File: src/rtl/local_mem_cmd_seq_if.sv
// ============================================================================
// Module   : local_mem_cmd_seq_if
// Brief    : Request/response channel between a client and local_mem_cmd_seq.
// Revision : 1.0  initial release
// ============================================================================
`default_nettype none

interface local_mem_cmd_seq_if #(
  parameter int DATA_WIDTH = 64
) ();

  logic                  req_valid;
  logic                  req_ready;
  logic                  req_op;
  logic                  req_bank;
  logic [DATA_WIDTH-1:0] req_address;
  logic [DATA_WIDTH-1:0] req_writedata;
  logic [7:0]            req_byteenable;
  logic [2:0]            req_word_sel;
  logic [6:0]            req_burstcount;

  logic                  rsp_valid;
  logic                  rsp_ready;
  logic [DATA_WIDTH-1:0] rsp_data;
  logic [1:0]            rsp_status;

  modport master (
    output req_valid, req_op, req_bank, req_address, req_writedata,
           req_byteenable, req_word_sel, req_burstcount, rsp_ready,
    input  req_ready, rsp_valid, rsp_data, rsp_status
  );

  modport slave (
    input  req_valid, req_op, req_bank, req_address, req_writedata,
           req_byteenable, req_word_sel, req_burstcount, rsp_ready,
    output req_ready, rsp_valid, rsp_data, rsp_status
  );

endinterface

`default_nettype wire

File: src/rtl/local_mem_cmd_seq.sv
// ============================================================================
// Module   : local_mem_cmd_seq
// Brief    : One-at-a-time command sequencer for the local_mem CSR control
//            port; issues a ctrl pulse and converts status flags to a response.
// Revision : 1.0  initial release
// ============================================================================
`default_nettype none

module local_mem_cmd_seq #(
  parameter int DATA_WIDTH     = 64,
  parameter int GUARD_CYCLES   = 4,
  parameter int TIMEOUT_CYCLES = 4096,
  parameter int ERR_CNT_W      = 16
) (
  input  wire logic                  pClk,
  input  wire logic                  SoftReset,
  local_mem_cmd_seq_if.slave         bus,
  output logic [DATA_WIDTH-1:0]      cr2mem_ctrl,
  output logic [DATA_WIDTH-1:0]      cr2mem_address,
  output logic [DATA_WIDTH-1:0]      cr2mem_writedata,
  input  wire logic [DATA_WIDTH-1:0] mem2cr_status,
  input  wire logic [DATA_WIDTH-1:0] mem2cr_readdata,
  output logic                       busy,
  output logic [ERR_CNT_W-1:0]       err_count
);

  localparam int TMR_W = $clog2(TIMEOUT_CYCLES) + 1;
  localparam int GRD_W = $clog2(GUARD_CYCLES) + 1;
  localparam logic [TMR_W-1:0] c_tmr_last = TMR_W'(TIMEOUT_CYCLES - 1);
  localparam logic [GRD_W-1:0] c_grd_last = GRD_W'(GUARD_CYCLES - 1);
  localparam logic [1:0] c_st_ok      = 2'b00;
  localparam logic [1:0] c_st_dev_to  = 2'b01;
  localparam logic [1:0] c_st_seq_to  = 2'b10;

  typedef enum logic [2:0] {
    S_IDLE      = 3'd0,
    S_CHK_FULL  = 3'd1,
    S_ISSUE     = 3'd2,
    S_GUARD     = 3'd3,
    S_WAIT_DATA = 3'd4,
    S_RESP      = 3'd5
  } state_t;

  state_t r_state;
  state_t w_next_state;

  logic [TMR_W-1:0]      r_timer;
  logic [TMR_W-1:0]      w_timer_nxt;
  logic [GRD_W-1:0]      r_guard;
  logic [GRD_W-1:0]      w_guard_nxt;

  logic                  r_op;
  logic                  r_bank;
  logic [DATA_WIDTH-1:0] r_addr;
  logic [DATA_WIDTH-1:0] r_wdata;
  logic [7:0]            r_be;
  logic [2:0]            r_word_sel;
  logic [6:0]            r_burst;

  logic                  r_req_ready;
  logic                  r_rsp_valid;
  logic [DATA_WIDTH-1:0] r_rsp_data;
  logic [1:0]            r_rsp_status;
  logic [DATA_WIDTH-1:0] w_rsp_data_nxt;
  logic [1:0]            w_rsp_status_nxt;
  logic                  w_accept;

  logic [DATA_WIDTH-1:0] r_ctrl;
  logic [DATA_WIDTH-1:0] r_cr_addr;
  logic [DATA_WIDTH-1:0] r_cr_wdata;
  logic                  r_busy;
  logic [ERR_CNT_W-1:0]  r_err_count;

  logic                  w_fifo_full;
  logic                  w_wr_timeout;
  logic                  w_rd_timeout;
  logic                  w_data_valid;
  logic [DATA_WIDTH-1:0] w_cmd;
  logic                  w_unused_status;

  // Bank-specific status flags; upper status bits carry nothing we act on.
  assign w_data_valid    = mem2cr_status[0];
  assign w_wr_timeout    = r_bank ? mem2cr_status[4] : mem2cr_status[1];
  assign w_rd_timeout    = r_bank ? mem2cr_status[5] : mem2cr_status[2];
  assign w_fifo_full     = r_bank ? mem2cr_status[6] : mem2cr_status[3];
  assign w_unused_status = ^mem2cr_status[DATA_WIDTH-1:7];

  always_comb begin
    w_cmd = '0;
    case ({r_bank, r_op})
      2'b00:   w_cmd[0] = 1'b1;
      2'b01:   w_cmd[1] = 1'b1;
      2'b10:   w_cmd[2] = 1'b1;
      default: w_cmd[3] = 1'b1;
    endcase
    w_cmd[11:4]  = r_be;
    w_cmd[18:16] = r_word_sel;
    w_cmd[26:20] = r_burst;
  end

  always_ff @(posedge pClk) begin
    if (SoftReset) begin
      r_state <= S_IDLE;
    end else begin
      r_state <= w_next_state;
    end
  end

  always_comb begin
    w_next_state     = r_state;
    w_timer_nxt      = r_timer;
    w_guard_nxt      = r_guard;
    w_rsp_data_nxt   = r_rsp_data;
    w_rsp_status_nxt = r_rsp_status;
    w_accept         = 1'b0;
    case (r_state)
      S_IDLE: begin
        if (bus.req_valid && r_req_ready) begin
          w_accept     = 1'b1;
          w_timer_nxt  = '0;
          w_next_state = S_CHK_FULL;
        end
      end
      S_CHK_FULL: begin
        if (!w_fifo_full) begin
          w_next_state = S_ISSUE;
        end else if (r_timer == c_tmr_last) begin
          w_rsp_data_nxt   = '0;
          w_rsp_status_nxt = c_st_seq_to;
          w_next_state     = S_RESP;
        end else begin
          w_timer_nxt = r_timer + TMR_W'(1);
        end
      end
      S_ISSUE: begin
        w_guard_nxt  = '0;
        w_next_state = S_GUARD;
      end
      S_GUARD: begin
        if (r_guard != c_grd_last) begin
          w_guard_nxt = r_guard + GRD_W'(1);
        end else if (r_op) begin
          w_timer_nxt  = '0;
          w_next_state = S_WAIT_DATA;
        end else begin
          w_rsp_data_nxt   = '0;
          w_rsp_status_nxt = w_wr_timeout ? c_st_dev_to : c_st_ok;
          w_next_state     = S_RESP;
        end
      end
      S_WAIT_DATA: begin
        if (w_data_valid) begin
          w_rsp_data_nxt   = mem2cr_readdata;
          w_rsp_status_nxt = c_st_ok;
          w_next_state     = S_RESP;
        end else if (w_rd_timeout) begin
          w_rsp_data_nxt   = '0;
          w_rsp_status_nxt = c_st_dev_to;
          w_next_state     = S_RESP;
        end else if (r_timer == c_tmr_last) begin
          w_rsp_data_nxt   = '0;
          w_rsp_status_nxt = c_st_seq_to;
          w_next_state     = S_RESP;
        end else begin
          w_timer_nxt = r_timer + TMR_W'(1);
        end
      end
      S_RESP: begin
        if (bus.rsp_ready) begin
          w_next_state = S_IDLE;
        end
      end
      default: begin
        w_next_state = S_IDLE;
      end
    endcase
  end

  // Every output is registered from the next-state decision so it lines up
  // with the state it belongs to.
  always_ff @(posedge pClk) begin
    if (SoftReset) begin
      r_timer      <= '0;
      r_guard      <= '0;
      r_op         <= 1'b0;
      r_bank       <= 1'b0;
      r_addr       <= '0;
      r_wdata      <= '0;
      r_be         <= '0;
      r_word_sel   <= '0;
      r_burst      <= '0;
      r_req_ready  <= 1'b0;
      r_rsp_valid  <= 1'b0;
      r_rsp_data   <= '0;
      r_rsp_status <= '0;
      r_ctrl       <= '0;
      r_cr_addr    <= '0;
      r_cr_wdata   <= '0;
      r_busy       <= 1'b0;
      r_err_count  <= '0;
    end else begin
      r_timer      <= w_timer_nxt;
      r_guard      <= w_guard_nxt;
      r_req_ready  <= (w_next_state == S_IDLE);
      r_busy       <= (w_next_state != S_IDLE);
      r_rsp_valid  <= (w_next_state == S_RESP);
      r_rsp_data   <= w_rsp_data_nxt;
      r_rsp_status <= w_rsp_status_nxt;
      r_ctrl       <= (w_next_state == S_ISSUE) ? w_cmd : '0;
      if (w_accept) begin
        r_op       <= bus.req_op;
        r_bank     <= bus.req_bank;
        r_addr     <= bus.req_address;
        r_wdata    <= bus.req_writedata;
        r_be       <= bus.req_byteenable;
        r_word_sel <= bus.req_word_sel;
        r_burst    <= bus.req_burstcount;
      end
      // Address/data stay put until the next issue so local_mem's input
      // pipeline sees them stable.
      if (w_next_state == S_ISSUE) begin
        r_cr_addr  <= r_addr;
        r_cr_wdata <= r_wdata;
      end
      if (r_state == S_RESP && bus.rsp_ready && r_rsp_status != c_st_ok &&
          r_err_count != {ERR_CNT_W{1'b1}}) begin
        r_err_count <= r_err_count + ERR_CNT_W'(1);
      end
    end
  end

  assign bus.req_ready    = r_req_ready;
  assign bus.rsp_valid    = r_rsp_valid;
  assign bus.rsp_data     = r_rsp_data;
  assign bus.rsp_status   = r_rsp_status;
  assign cr2mem_ctrl      = r_ctrl;
  assign cr2mem_address   = r_cr_addr;
  assign cr2mem_writedata = r_cr_wdata;
  assign busy             = r_busy;
  assign err_count        = r_err_count;

endmodule

`default_nettype wire

File: src/flat_wrapper.sv
// flat-port wrapper written by rule: the top's interface ports become plain ports
module local_mem_cmd_seq_flat 
#(
  parameter int DATA_WIDTH     = 64,
  parameter int GUARD_CYCLES   = 4,
  parameter int TIMEOUT_CYCLES = 4096,
  parameter int ERR_CNT_W      = 16
)
  (pClk, SoftReset, cr2mem_ctrl, cr2mem_address, cr2mem_writedata, mem2cr_status, mem2cr_readdata, busy, err_count, bus_req_valid, bus_req_op, bus_req_bank, bus_req_address, bus_req_writedata, bus_req_byteenable, bus_req_word_sel, bus_req_burstcount, bus_rsp_ready, bus_req_ready, bus_rsp_valid, bus_rsp_data, bus_rsp_status);
  local_mem_cmd_seq_if #(.DATA_WIDTH(DATA_WIDTH)) bus_i ();
  input  wire logic pClk;
  input  wire logic SoftReset;
  output logic [DATA_WIDTH-1:0] cr2mem_ctrl;
  output logic [DATA_WIDTH-1:0] cr2mem_address;
  output logic [DATA_WIDTH-1:0] cr2mem_writedata;
  input  wire logic [DATA_WIDTH-1:0] mem2cr_status;
  input  wire logic [DATA_WIDTH-1:0] mem2cr_readdata;
  output logic busy;
  output logic [ERR_CNT_W-1:0] err_count;
  input wire logic [$bits(bus_i.req_valid)-1:0] bus_req_valid;
  input wire logic [$bits(bus_i.req_op)-1:0] bus_req_op;
  input wire logic [$bits(bus_i.req_bank)-1:0] bus_req_bank;
  input wire logic [$bits(bus_i.req_address)-1:0] bus_req_address;
  input wire logic [$bits(bus_i.req_writedata)-1:0] bus_req_writedata;
  input wire logic [$bits(bus_i.req_byteenable)-1:0] bus_req_byteenable;
  input wire logic [$bits(bus_i.req_word_sel)-1:0] bus_req_word_sel;
  input wire logic [$bits(bus_i.req_burstcount)-1:0] bus_req_burstcount;
  input wire logic [$bits(bus_i.rsp_ready)-1:0] bus_rsp_ready;
  output wire logic [$bits(bus_i.req_ready)-1:0] bus_req_ready;
  output wire logic [$bits(bus_i.rsp_valid)-1:0] bus_rsp_valid;
  output wire logic [$bits(bus_i.rsp_data)-1:0] bus_rsp_data;
  output wire logic [$bits(bus_i.rsp_status)-1:0] bus_rsp_status;
  assign bus_i.req_valid = bus_req_valid;
  assign bus_i.req_op = bus_req_op;
  assign bus_i.req_bank = bus_req_bank;
  assign bus_i.req_address = bus_req_address;
  assign bus_i.req_writedata = bus_req_writedata;
  assign bus_i.req_byteenable = bus_req_byteenable;
  assign bus_i.req_word_sel = bus_req_word_sel;
  assign bus_i.req_burstcount = bus_req_burstcount;
  assign bus_i.rsp_ready = bus_rsp_ready;
  assign bus_req_ready = bus_i.req_ready;
  assign bus_rsp_valid = bus_i.rsp_valid;
  assign bus_rsp_data = bus_i.rsp_data;
  assign bus_rsp_status = bus_i.rsp_status;
  local_mem_cmd_seq #(.DATA_WIDTH(DATA_WIDTH), .GUARD_CYCLES(GUARD_CYCLES), .TIMEOUT_CYCLES(TIMEOUT_CYCLES), .ERR_CNT_W(ERR_CNT_W)) u_core (.pClk(pClk), .SoftReset(SoftReset), .bus(bus_i), .cr2mem_ctrl(cr2mem_ctrl), .cr2mem_address(cr2mem_address), .cr2mem_writedata(cr2mem_writedata), .mem2cr_status(mem2cr_status), .mem2cr_readdata(mem2cr_readdata), .busy(busy), .err_count(err_count));
endmodule
File: config.mk
export PLATFORM = sky130hd
export DESIGN_NAME = local_mem_cmd_seq_flat
export DESIGN_NICKNAME = d
export VERILOG_FILES = /design/src/rtl/local_mem_cmd_seq_if.sv /design/src/rtl/local_mem_cmd_seq.sv /design/src/flat_wrapper.sv
export SDC_FILE = /design/constraint.sdc
export NUM_CORES = 1
export LEC_CHECK = 0
export ABC_AREA = 1
export ABC_CLOCK_PERIOD_IN_PS = 4700
export CORE_AREA = 2 2 215 217
export CTS_CLUSTER_SIZE = 24
export DETAILED_ROUTE_END_ITERATION = 10
export DIE_AREA = 0 0 217 219
export PLACE_DENSITY = 0.68
export SLEW_MARGIN = 40
export SYNTH_ARGS = -nofsm -noshare
export SYNTH_HDL_FRONTEND = slang
export SYNTH_SLANG_ARGS = --single-unit
File: constraint.sdc
create_clock -name pClk -period 4.7 [get_ports pClk]
set_input_delay 0.47 -clock pClk [delete_from_list [all_inputs] [get_ports pClk]]
set_output_delay 0.47 -clock pClk [all_outputs]
set_load 0.02 [all_outputs]
After elaboration in Yosys (flattened, before gate mapping)
Cells that the tools add are included.

storage, ports and cells
  memory bits (read-only) = 0
  input bits = 280
  memories kept = 0
  register bits after elaboration = 444
  bits in writable memories = 0
  latch bits = 0

cells by class
  reductions and logical operators = 17
  shift operators = 0
  muxes and demuxes = 43
  div/mod/pow operators = 0
  $lt $le $gt $ge = 0
  add/subtract/negate cells = 3
  bitwise gates (word level) = 1
  $mul = 0
  eq/ne operators = 20

operator list
  kind                                                    number
  2-to-1 mux 64 bit                                       6
  case mux 64 bit (3 select lines)                        1
  2-to-1 mux 13 bit                                       7
  case mux 13 bit (4 select lines)                        1
  2-to-1 mux 3 bit                                        8
  case mux 3 bit (6 select lines)                         1
  adder 16 x 1 -> 16 bit (second input constant)          1
  inequality test 16 bit (second input constant)          1
  adder 13 x 1 -> 13 bit (second input constant)          1
  equality test 13 x 12 -> 1 bit (second input constant)  1
  2-to-1 mux 2 bit                                        6
  2-to-1 mux 1 bit                                        11
  equality test 3 x 2 -> 1 bit (second input constant)    3
  equality test 3 bit (second input constant)             3
  inequality test 2 x 1 -> 1 bit (second input constant)  4
  inequality test 2 bit (second input constant)           4
  AND reduction 7 bit                                     1
  zero test 3 bit                                         2
  case mux 2 bit (3 select lines)                         1
  case mux 3 bit (2 select lines)                         1
  nonzero test 3 bit                                      2
  logical AND 1 bit                                       4
  AND reduction 4 bit                                     1
  nonzero test 2 bit                                      2
  other kinds (11)                                        11

Depth between registers and ports, before layout
Gate-level depths: netlist of run 1.

  word-level depth = 8
  gate-level depth with buffers = 12

Worst setup path before layout of run 1
No wires, ideal clock.

  path type = reg2reg
  from = register u_core.r_err_count[0], in the netlist u_core.err_count[0]
  to = register u_core.r_err_count[6], in the netlist u_core.err_count[6]
  path slack = 2.807 ns
  data required time = 4.568 ns
  stages on the path, launching flop included = 10
  data arrival time = 1.761 ns
  path buffers = 1
  path through = dfxtp_1 > ha_1 > nand3_1 > nor3_1 > nand3b_1 > nand2_1 > inv_1 > buf_2 > nand2_1 > a21oi_1

on the way
  word-level cells in the longest chain between the ends = 2
  elaborated cells between the ends (all ways) = 3
  those cells by class = add/sub: 1; eq/ne: 1; reduce/logical: 1

RTL lines
  element                                                                         RTL line                  RTL
  start, declared                                                                 local_mem_cmd_seq.sv:72   logic [ERR_CNT_W-1:0] r_err_count;
  start signal, assigned                                                          local_mem_cmd_seq.sv:227  r_err_count <= r_err_count + ERR_CNT_W'(1);
  parallel branches: the longest is 2 deep, another holds adder 16 x 1 -> 16 bit  -

Several ways; the timed one is not identified.
A chain may end at the register's enable or synchronous reset.

Worst setup path in the final report of run 1
  from = register u_core.r_err_count[0], in the netlist u_core.err_count[0]
  to = register u_core.r_err_count[8], in the netlist u_core.err_count[8]

Same word-level chain as after synthesis.

==> results, run 1 <==
- The total detailed-routing wirelength is 50400 um.
- The setup clock skew after layout is 0.0200 ns.
- For this run, design rule violations remaining after detail routing come to 0.
- Walking the worst path, the cells encountered are ha_1 > nand3_1 > nor3_1 > nand3b_1 > nand2_1 > inv_1 > nand2_1 > a21oi_1.
- The overall die width is 217 um.
- Dividing the detail-routed wire length by the instance count gives 15.5 um.
- The Yosys step of the flow raised 0 warnings.
- The number of cells produced by synthesis is 2261.
- The maximum fanout along the worst path is 16.
- The type of origin of the critical path is a flop.
- For the worst-skew pair, the clock arrives at the later sink with an insertion delay of between 0.5 and 0.6 ns.
- For this design, the CTS-stage hold fixing added 0 buffers.
- The maximum buffer depth of the clock tree is 3.
- The layout has 4334 filler cells.
- The final period utilization is 56.9%.
- The clock-pin slew on the worst setup and hold paths is 0.06 ns.
- The critical-path cell with the highest stage delay is sky130_fd_sc_hd__nand2_1.
- The first detailed-routing pass ran for 5 iterations.
- The number of synthesized register bits is 402.
- The setup violation total in the final timing report is 0.
- The run finished with clean final reports.
- The biggest area contributor in the post-synthesis netlist is sky130_fd_sc_hd__dfxtp_1.
- The detailed router placed 16042 vias in this run.
- The clock tree root buffer cell is sky130_fd_sc_hd__clkbuf_16.
- The final setup TNS is 0 ns.
- The initial antenna violation count was 4.
- The count of nets left with antenna violations once routing finished came out at 0.
- TritonCTS created between 40 and 50 clock buffers.
- The worst hold-check slack is between 0.3 and 0.4 ns.
- The number of setup buffers added after CTS is 0.
- The highest ir drop seen on vdd is 345 uV.
- After the first detailed-routing iteration, the DRC count stood at 1110.
- The final standard cell count with taps included and fillers excluded is 3259.
- The type of the tightest min-delay check is input port to flop.
- Input and output buffers added on the ports amount to 457.
- The critical path is of the flop to flop type.
- The die area is 0.0475 mm^2.
- The final cell area excluding filler cells is 0.0226 mm^2.
- The number of cells after detailed placement is 3170.
- The area of the mapped netlist is 0.0164 mm^2.
- Leaving out fill and tap cells, the most frequent cells in the layout are 562 x sky130_fd_sc_hd__nor2_1, 456 x sky130_fd_sc_hd__clkdlybuf4s50_1, 402 x sky130_fd_sc_hd__dfxtp_1.
- By area the synthesized netlist is led by sky130_fd_sc_hd__dfxtp_1 49%, sky130_fd_sc_hd__nor2_1 13%, sky130_fd_sc_hd__o21ai_0 11%.
- The dominant cell type by count on the critical path is sky130_fd_sc_hd__nand2_1.
- The number of distinct library cells after synthesis is 34.
- The average via count per standard cell is ~4.9.
- During I/O placement, the number of pins put on the boundary was 557.
- The library cell used most frequently in the layout, excluding fill and tap cells, is sky130_fd_sc_hd__nor2_1.
- The average cell area after synthesis is approximately 7.2 um^2.
- The endpoint required time on the critical path is 5.14 ns.
- The routed design could run at a clock period as short as roughly 2.7 ns.
- The number of H-tree levels is 2.
- Once the floorplan was initialized, standard cells occupied 36.3% of the core.
- At the end of routability-driven placement, the weighted congestion stood at 0.852.
- At the end of the flow the core is filled with cells to 50.2%.
- The sink count of the clock tree is 402.
- Global routing used 20.3% of the available tracks across all layers.
- The kind of end point of the critical path is a flop.
- The number of max-slew violations in the final report is 0.
- Setup repair after global routing left no endpoint under its margin.
- The total count of hold-check failures in the final report is 0.
- Entering global routing, the biggest net connects between 200 and 250 pins.
- After floorplanning, the core was divided into 78 placement rows.
- After synthesis, the largest area contributor takes up a little under 50% of total cell area.
- In this design, the stage delay of the slowest critical-path cell is 0.47 ns.
- TritonCTS built the clock tree.
- The post-cts gate resize count is 0.
- Summing all placed instances gives a cell area of about 0.021 mm^2.
- Summed over all layers, the global routing overflow is 0.
- In the final design database the tool counted 2902 nets.
- For this run, the top clock speed supported by timing is 374 MHz.
- Of the cells placed in the final design, the portion with a size suffix greater than 1 is 4.22%.
- Compared with the post-synthesis result, the final layout area differs by 38.3%.
- The total area inside the core boundary comes to 0.0451 mm^2.
- Summing the sequential cell areas from Yosys gives 49.2% of the chip area.
- The leakage dissipation is 8.74 nW.
- The transition time at the pin with the least slew margin is 0.862 ns.
- After legalization and detailed placement, the total HPWL measured 32200 um.
- The via count of the first global-routing pass was 14988.
- The number of buffers and inverters on the critical path is 1.
- The number of maximum-capacitance violations is 0.
- The data arrival time of the critical path is 3.12 ns.
- From bottom edge to top edge, the die measures 219 um.
- In this design, the largest share of critical-path delay is due to simple AND/OR/NAND/NOR gates.
- Power spread over the standard cell area amounts to 482 mW/mm^2.
- In this run the tightest slew margin relative to its limit is 42.5%.
- The first global-routing pass estimated 79000 um of wire.
cell families after synthesis:
group	after synthesis	synth area share (%)
compound gates	554	17.1
xor+xnor	15	0.803
fa+ha+maj	4	0.306
buf+inv	288	8.09
flops	402	49.2
other cells	1	0.0229
simple gates	997	24.4
registers in the layout, summed over array words and instances (netlist names), 3 cells and up:
signal and count:
u_core.err_count 16, u_core.cr2mem_ctrl 22, u_core.r_word_sel 3, u_core.r_wdata 64
u_core.r_be 8, u_core.r_guard 3, u_core.cr2mem_address 64, u_core.bus.rsp_data 64
u_core.r_timer 13, u_core.cr2mem_writedata 64, u_core.r_addr 64, u_core.r_state 3
u_core.r_burst 7
worst min-delay path, delay by kind of cell:
| kind | cells | cell delay [ns] |
|---|---|---|
| simple gates | 1 | 0.05 |
| compound gates | 2 | 0.14 |
| buf+inv | 1 | 0.15 |
worst paths after layout:
| kind | to | depth (start not counted) | start | slack (ns) |
|---|---|---|---|---|
| max | u_core.err_count[8] | 8 | u_core.err_count[0] | 2.02 |
| max reg2reg | u_core.err_count[8] | 8 | u_core.err_count[0] | 2.02 |
| min | u_core.bus.rsp_status[0] | 4 | mem2cr_status[0] | 0.31 |
| min reg2reg | u_core.cr2mem_ctrl[23] | 2 | u_core.r_burst[3] | 0.44 |
stage by stage:
step / setup slack [ns] / total power [mW]
after global routing: 1.89 / 11.5
after CTS: 2.10 / 11.0
after global placement: 1.76 / 7.18
after detailed placement: 1.96 / 7.26
after floorplan: 2.81 / 6.08
final: 2.02 / 10.9
layer usage:
layer | routed length, um | global-route usage (%) | vias to the layer above | part of all wire, %
met5 | 16 | 0 | - | 0.032
met4 | 1990 | 9.20 | 2 | 3.9
met3 | 4040 | 6.44 | 116 | 8.0
met2 | 23300 | 33.1 | 488 | 46
met1 | 21100 | 24.6 | 7444 | 42
li1 | - | - | 7992 | -
synthesized netlist by cell type (all sizes together):
master  instances
xnor2           4
inv            84
nor2          570
conb            1
clkinv          2
nor3           12
nand3b          2
clkbuf        107
dfxtp         402
nor3b           1
o31ai           2
xor2           11
a211oi          1
o21ai         402
o211a           1
a21boi          1
nand2         274
a21oi         146
nand3         125
ha              4
o21bai          1
nand4          13
buf            95
where the power goes:
part | switching [mW] | total (mW) | internal, mW
registers | 0.325 | 4.32 | 4.00
logic | 1.70 | 2.88 | 1.18
clock network | 1.49 | 3.70 | 2.21
total | 3.51 | 10.9 | 7.39
cell type report:
| type | count | area, um^2 | share of cell area [%] |
|---|---|---|---|
| Antenna cell | 5 | 12.5 | 0.0553 |
| Clock buffer | 62 | 1250 | 5.53 |
| Timing Repair Buffer | 471 | 4720 | 20.9 |
| Inverter | 86 | 342 | 1.51 |
| Clock inverter | 21 | 314 | 1.39 |
| Tap cell | 600 | 751 | 3.32 |
| Sequential cell | 402 | 8050 | 35.6 |
| Multi-Input combinational cell | 1612 | 7180 | 31.8 |
No activity file was read; power rests on OpenSTA's default activity.
==> inputs of run 2 (changes only) <==
ABC_CLOCK_PERIOD_IN_PS = 2450   (was 4700)
PLACE_DENSITY = 0.71   (was 0.68)
clock period = 2.45 ns   (was 4.7 ns; I/O delays follow)
==> run 2 against run 1 <==
Wire length down 1.1%. Clock power up 81%. First-iteration DRC count decreased by 9.5%. Via count is 0.41% lower. Combinational power up 96%. Sequential power is 92% higher. Non-clock buffer count is 22 higher. Power rose by 89%. Sequential share of layout area down 0.27 points. Final cell count grew 0.46%. Worst hold slack got worse by 0.057 ns. Clock-buffer cell count is 4 higher.
==> results, run 2 (synthesis results as in run 1) <==
- The hold-critical path endpoint is u_core.r_state[0].
- The portion of total power attributed to combinational logic came to 27.4% (+1.0 points).
- The number of cells traversed by the worst register-to-register path is 8 (unchanged).
- The average wire per standard cell is 15.2 um (-1.6%).
- The kind of critical path is flop to flop.
- The setup violation total in the final timing report is 0 (unchanged).
- The fmax is 464 MHz (+24%).
- The maximum fanout along the worst path was 14 (-2).
- STA classifies the critical path endpoint as a flop.
- The critical register-to-register path startpoint is u_core.err_count[0].
- The average via count per standard cell was 4.88 (-0.87%).
- The die area is 0.0475 mm^2 (unchanged).
- The final net count is 2924 (+0.76%).
- The sink count of the clock tree is 402 (unchanged).
- The portion of total power attributed to the clock network is 32.4% (-1.6 points).
- The number of buffers inserted by hold repair at cts was 0 (unchanged).
- The worst hold-check slack was 0.249 ns (-0.0569 ns).
- The clock period minus worst slack came to 2.15 ns (-0.521 ns).
- The endpoint identified for the worst register-to-register timing path is u_core.err_count[11].
- The worst slew slack as a fraction of its limit is 61.4% (+19 points).
- The CTS tree is yes.
- The global-route wire length before repair came to 77800 um (-1.5%).
- The power density of the placed cells is 906 mW/mm^2 (+88%).
- The transition time at the pin with the least slew margin was 0.579 ns (-0.283 ns).
- The switching power is 6.61 mW (+88%).
- The number of maximum-capacitance violations is 0 (unchanged).
- The startpoint of the worst hold path is mem2cr_status[0].
- Setup repair after global routing left no endpoint under its margin.
- The utilization of the core after routing is 50.5% (+0.38 points).
- The leading cell type in the layout, fill and taps excluded is sky130_fd_sc_hd__nor2_1.
- The overall routing resource usage is 20.0% (-0.37 points).
- The data arrival time of the critical path is 2.59 ns (-0.53 ns).
- The final setup TNS is 0 ns (unchanged).
- The fraction of power spent switching nets is 32.0% (-0.20 points).
- The critical path buffer and inverter count is 1 (unchanged).
- The register-to-register setup slack was 0.30 ns (-1.73 ns).
- The cell row count is 78 (unchanged).
- The I/O pin count is 557 (unchanged).
- The y dimension of the die is 219 um (unchanged).
- Clock tree synthesis selected as its root buffer the cell sky130_fd_sc_hd__clkbuf_16.
- The first-pass iteration count of the detailed router came to 5 (unchanged).
- The number of max-slew violations in the final report came to 0 (unchanged).
- The area of the placeable core is 0.0451 mm^2 (unchanged).
- The proportion of layout cells with a drive suffix above 1 came to 4.68% (+0.46 points).
- From synthesis to final layout, the design area changed by 39.3%.
- Counting stages on the worst path, the most repeated cell is sky130_fd_sc_hd__nand2_1.
- In the layout the commonest cells are 562 x sky130_fd_sc_hd__nor2_1, 456 x sky130_fd_sc_hd__clkdlybuf4s50_1, 402 x sky130_fd_sc_hd__dfxtp_1.
- The post-cts gate resize count is 0 (unchanged).
- The number of setup buffers added after CTS came to 0 (unchanged).
- Walking the worst path, the cells encountered are ha_1 > nand3_1 > nor3_1 > nand3b_1 > nand2_1 > inv_1 > nand2_1 > a21oi_1.
- The cell area after placement is 0.0213 mm^2 (+1.4%).
- The endpoint required time on the critical path came to 2.88 ns (-2.26 ns).
- The remaining design rule violation count is 0 (unchanged).
- The initial antenna violation count is 4 (unchanged).
- The weighted congestion at the end of routability-driven global placement was 0.850 (-0.26%).
- The antenna violation net count after detailed routing is 0 (unchanged).
- The total internal power is 14.0 mW (+90%).
- The iteration-0 DRC count of the detailed router came to 1005 (-9.5%).
- The stage delay of the slowest cell on the critical path is 0.42 ns (-0.05 ns).
- The overflow left after global routing is 0 (unchanged).
- The CTS buffer count is 45 (unchanged).
- The total vias in the final route came to 15976 (-0.41%).
- The type of the tightest min-delay check is input port to flop.
- The number of H-tree levels is 2 (unchanged).
- The share of power burned in registers is 40.2% (+0.6 points).
- The multi-input combinational cell area is 0.00717 mm^2 (-0.19%).
- The hold-critical path depth was 5 (+1).
- The total detailed-routing wirelength is 49900 um (-1.1%).
- The maximum number of pins on one net before global-route repair is 106 (-49%).
- The via count of the first global-routing pass was 14996 (+0.053%).
- The highest ir drop seen on vdd came to 620 uV (+80%).
- The leakage dissipation came to 8.84 nW (+1.1%).
- The initial core utilization is 36.3% (unchanged).
- The clock-pin slew on the worst setup and hold paths is 0.06 ns (about the same).
- The insertion delay of the later-clocked pin in the worst-skew pair is 0.56 ns (-0.02 ns).
- The number of input and output port buffers inserted is 457 (unchanged).
- The type of origin of the critical path is a flop.
- The run finished with clean final reports.
- The overall die width is 217 um (unchanged).
- The final-layout fill cell count is 4341 (+0.16%).
- The setup clock skew after layout is 0.0190 ns (-0.000953 ns).
- The final cell area excluding filler cells is 0.0228 mm^2 (+0.75%).
- The total count of hold-check failures in the final report is 0 (unchanged).
- The maximum buffer depth of the clock tree is 3 (unchanged).
- The final period utilization is 88.0% (+31 points).
- The total area of sequential cells is 0.00805 mm^2 (unchanged).
- The kind of cell adding the most delay to the critical path is simple AND/OR/NAND/NOR gates.
- On the critical path, the stage with the largest delay is an instance of sky130_fd_sc_hd__dfxtp_1.
- The detailed placer's ending HPWL was 33100 um (+2.8%).
-- run 2: cell types whose count changed in the layout (fill, tap and decap cells not counted), moves of 2 or more --
cell,previous run,this run
sky130_fd_sc_hd__clkinv_2,8,3
sky130_fd_sc_hd__bufinv_16,6,3
sky130_fd_sc_hd__buf_6,3,0
sky130_fd_sc_hd__nand2_1,268,270
sky130_fd_sc_hd__clkinv_4,2,0
sky130_fd_sc_hd__buf_12,2,14
sky130_fd_sc_hd__buf_4,8,22
-- run 2: stage by stage --
stage / power, mW / setup slack [ns] / instances
2_1_floorplan: 11.7 / 0.557 / 2302
3_3_place_gp: 13.9 / 0.340 / 3193
3_5_place_dp: 14.1 / 0.308 / 3193
4_1_cts: 20.8 / 0.275 / 3270
5_1_grt: 21.8 / 0.0416 / 3274
6_report: 20.6 / 0.295 / 3274
-- run 2: area by class of cell --
type | count | share of cell area (%)
antenna | 4 | 0.0439
clock buffer | 66 | 5.73
clock inverter | 11 | 0.670
inverter | 86 | 1.47
multi-input combinational | 1612 | 31.5
sequential | 402 | 35.3
tap | 600 | 3.29
timing repair buffer | 493 | 22.0
-- run 2: how the worst max path moves through the flow --
stage	slack [ns]	from	endpoint	cells after the start
after floorplan	0.56	u_core.err_count[0]	u_core.err_count[6]	9
after global placement	0.34	bus_req_valid	u_core.r_wdata[63]	7
after detailed placement	0.31	u_core.err_count[0]	u_core.err_count[6]	8
after CTS	0.28	u_core.err_count[0]	u_core.err_count[9]	8
after global routing	0.04	u_core.err_count[0]	u_core.err_count[6]	8
final	0.30	u_core.err_count[0]	u_core.err_count[11]	8
-- run 2: layer usage --
metal | vias up | wire (um) | GRT usage, %
li1 | 8034 | - | -
met1 | 7354 | 20300 | 23.7
met2 | 483 | 23600 | 33.1
met3 | 105 | 4030 | 6.14
met4 | 0 | 1960 | 9.27
met5 | - | 0 | 0
-- run 2: worst reg2reg max path: cells and delay by family (launching register included) --
family                     cells  cell delay (ns)
DFF                            1             0.42
adders and majority gates      1             0.29
AOI/OAI and AO/OA              1             0.06
buffers and inverters          1             0.27
and+or+nand+nor                5             0.99
-- run 2: power groups by stage --
stage                     clock network [mW]  registers [mW]  logic (mW)
after floorplan                            0            9.03        2.63
after detailed placement                   0            8.41        5.65
after global routing                    7.14            8.43        6.23
final                                   6.69            8.30        5.65
after global placement                     0            8.37        5.53
after CTS                               6.86            8.29        5.69
==> inputs of run 3 (changes only) <==
SKIP_LAST_GASP = 1   (was unset)
==> results of run 3 <==
Same layout as run 2: the final DEF is identical, and so are final timing and power.
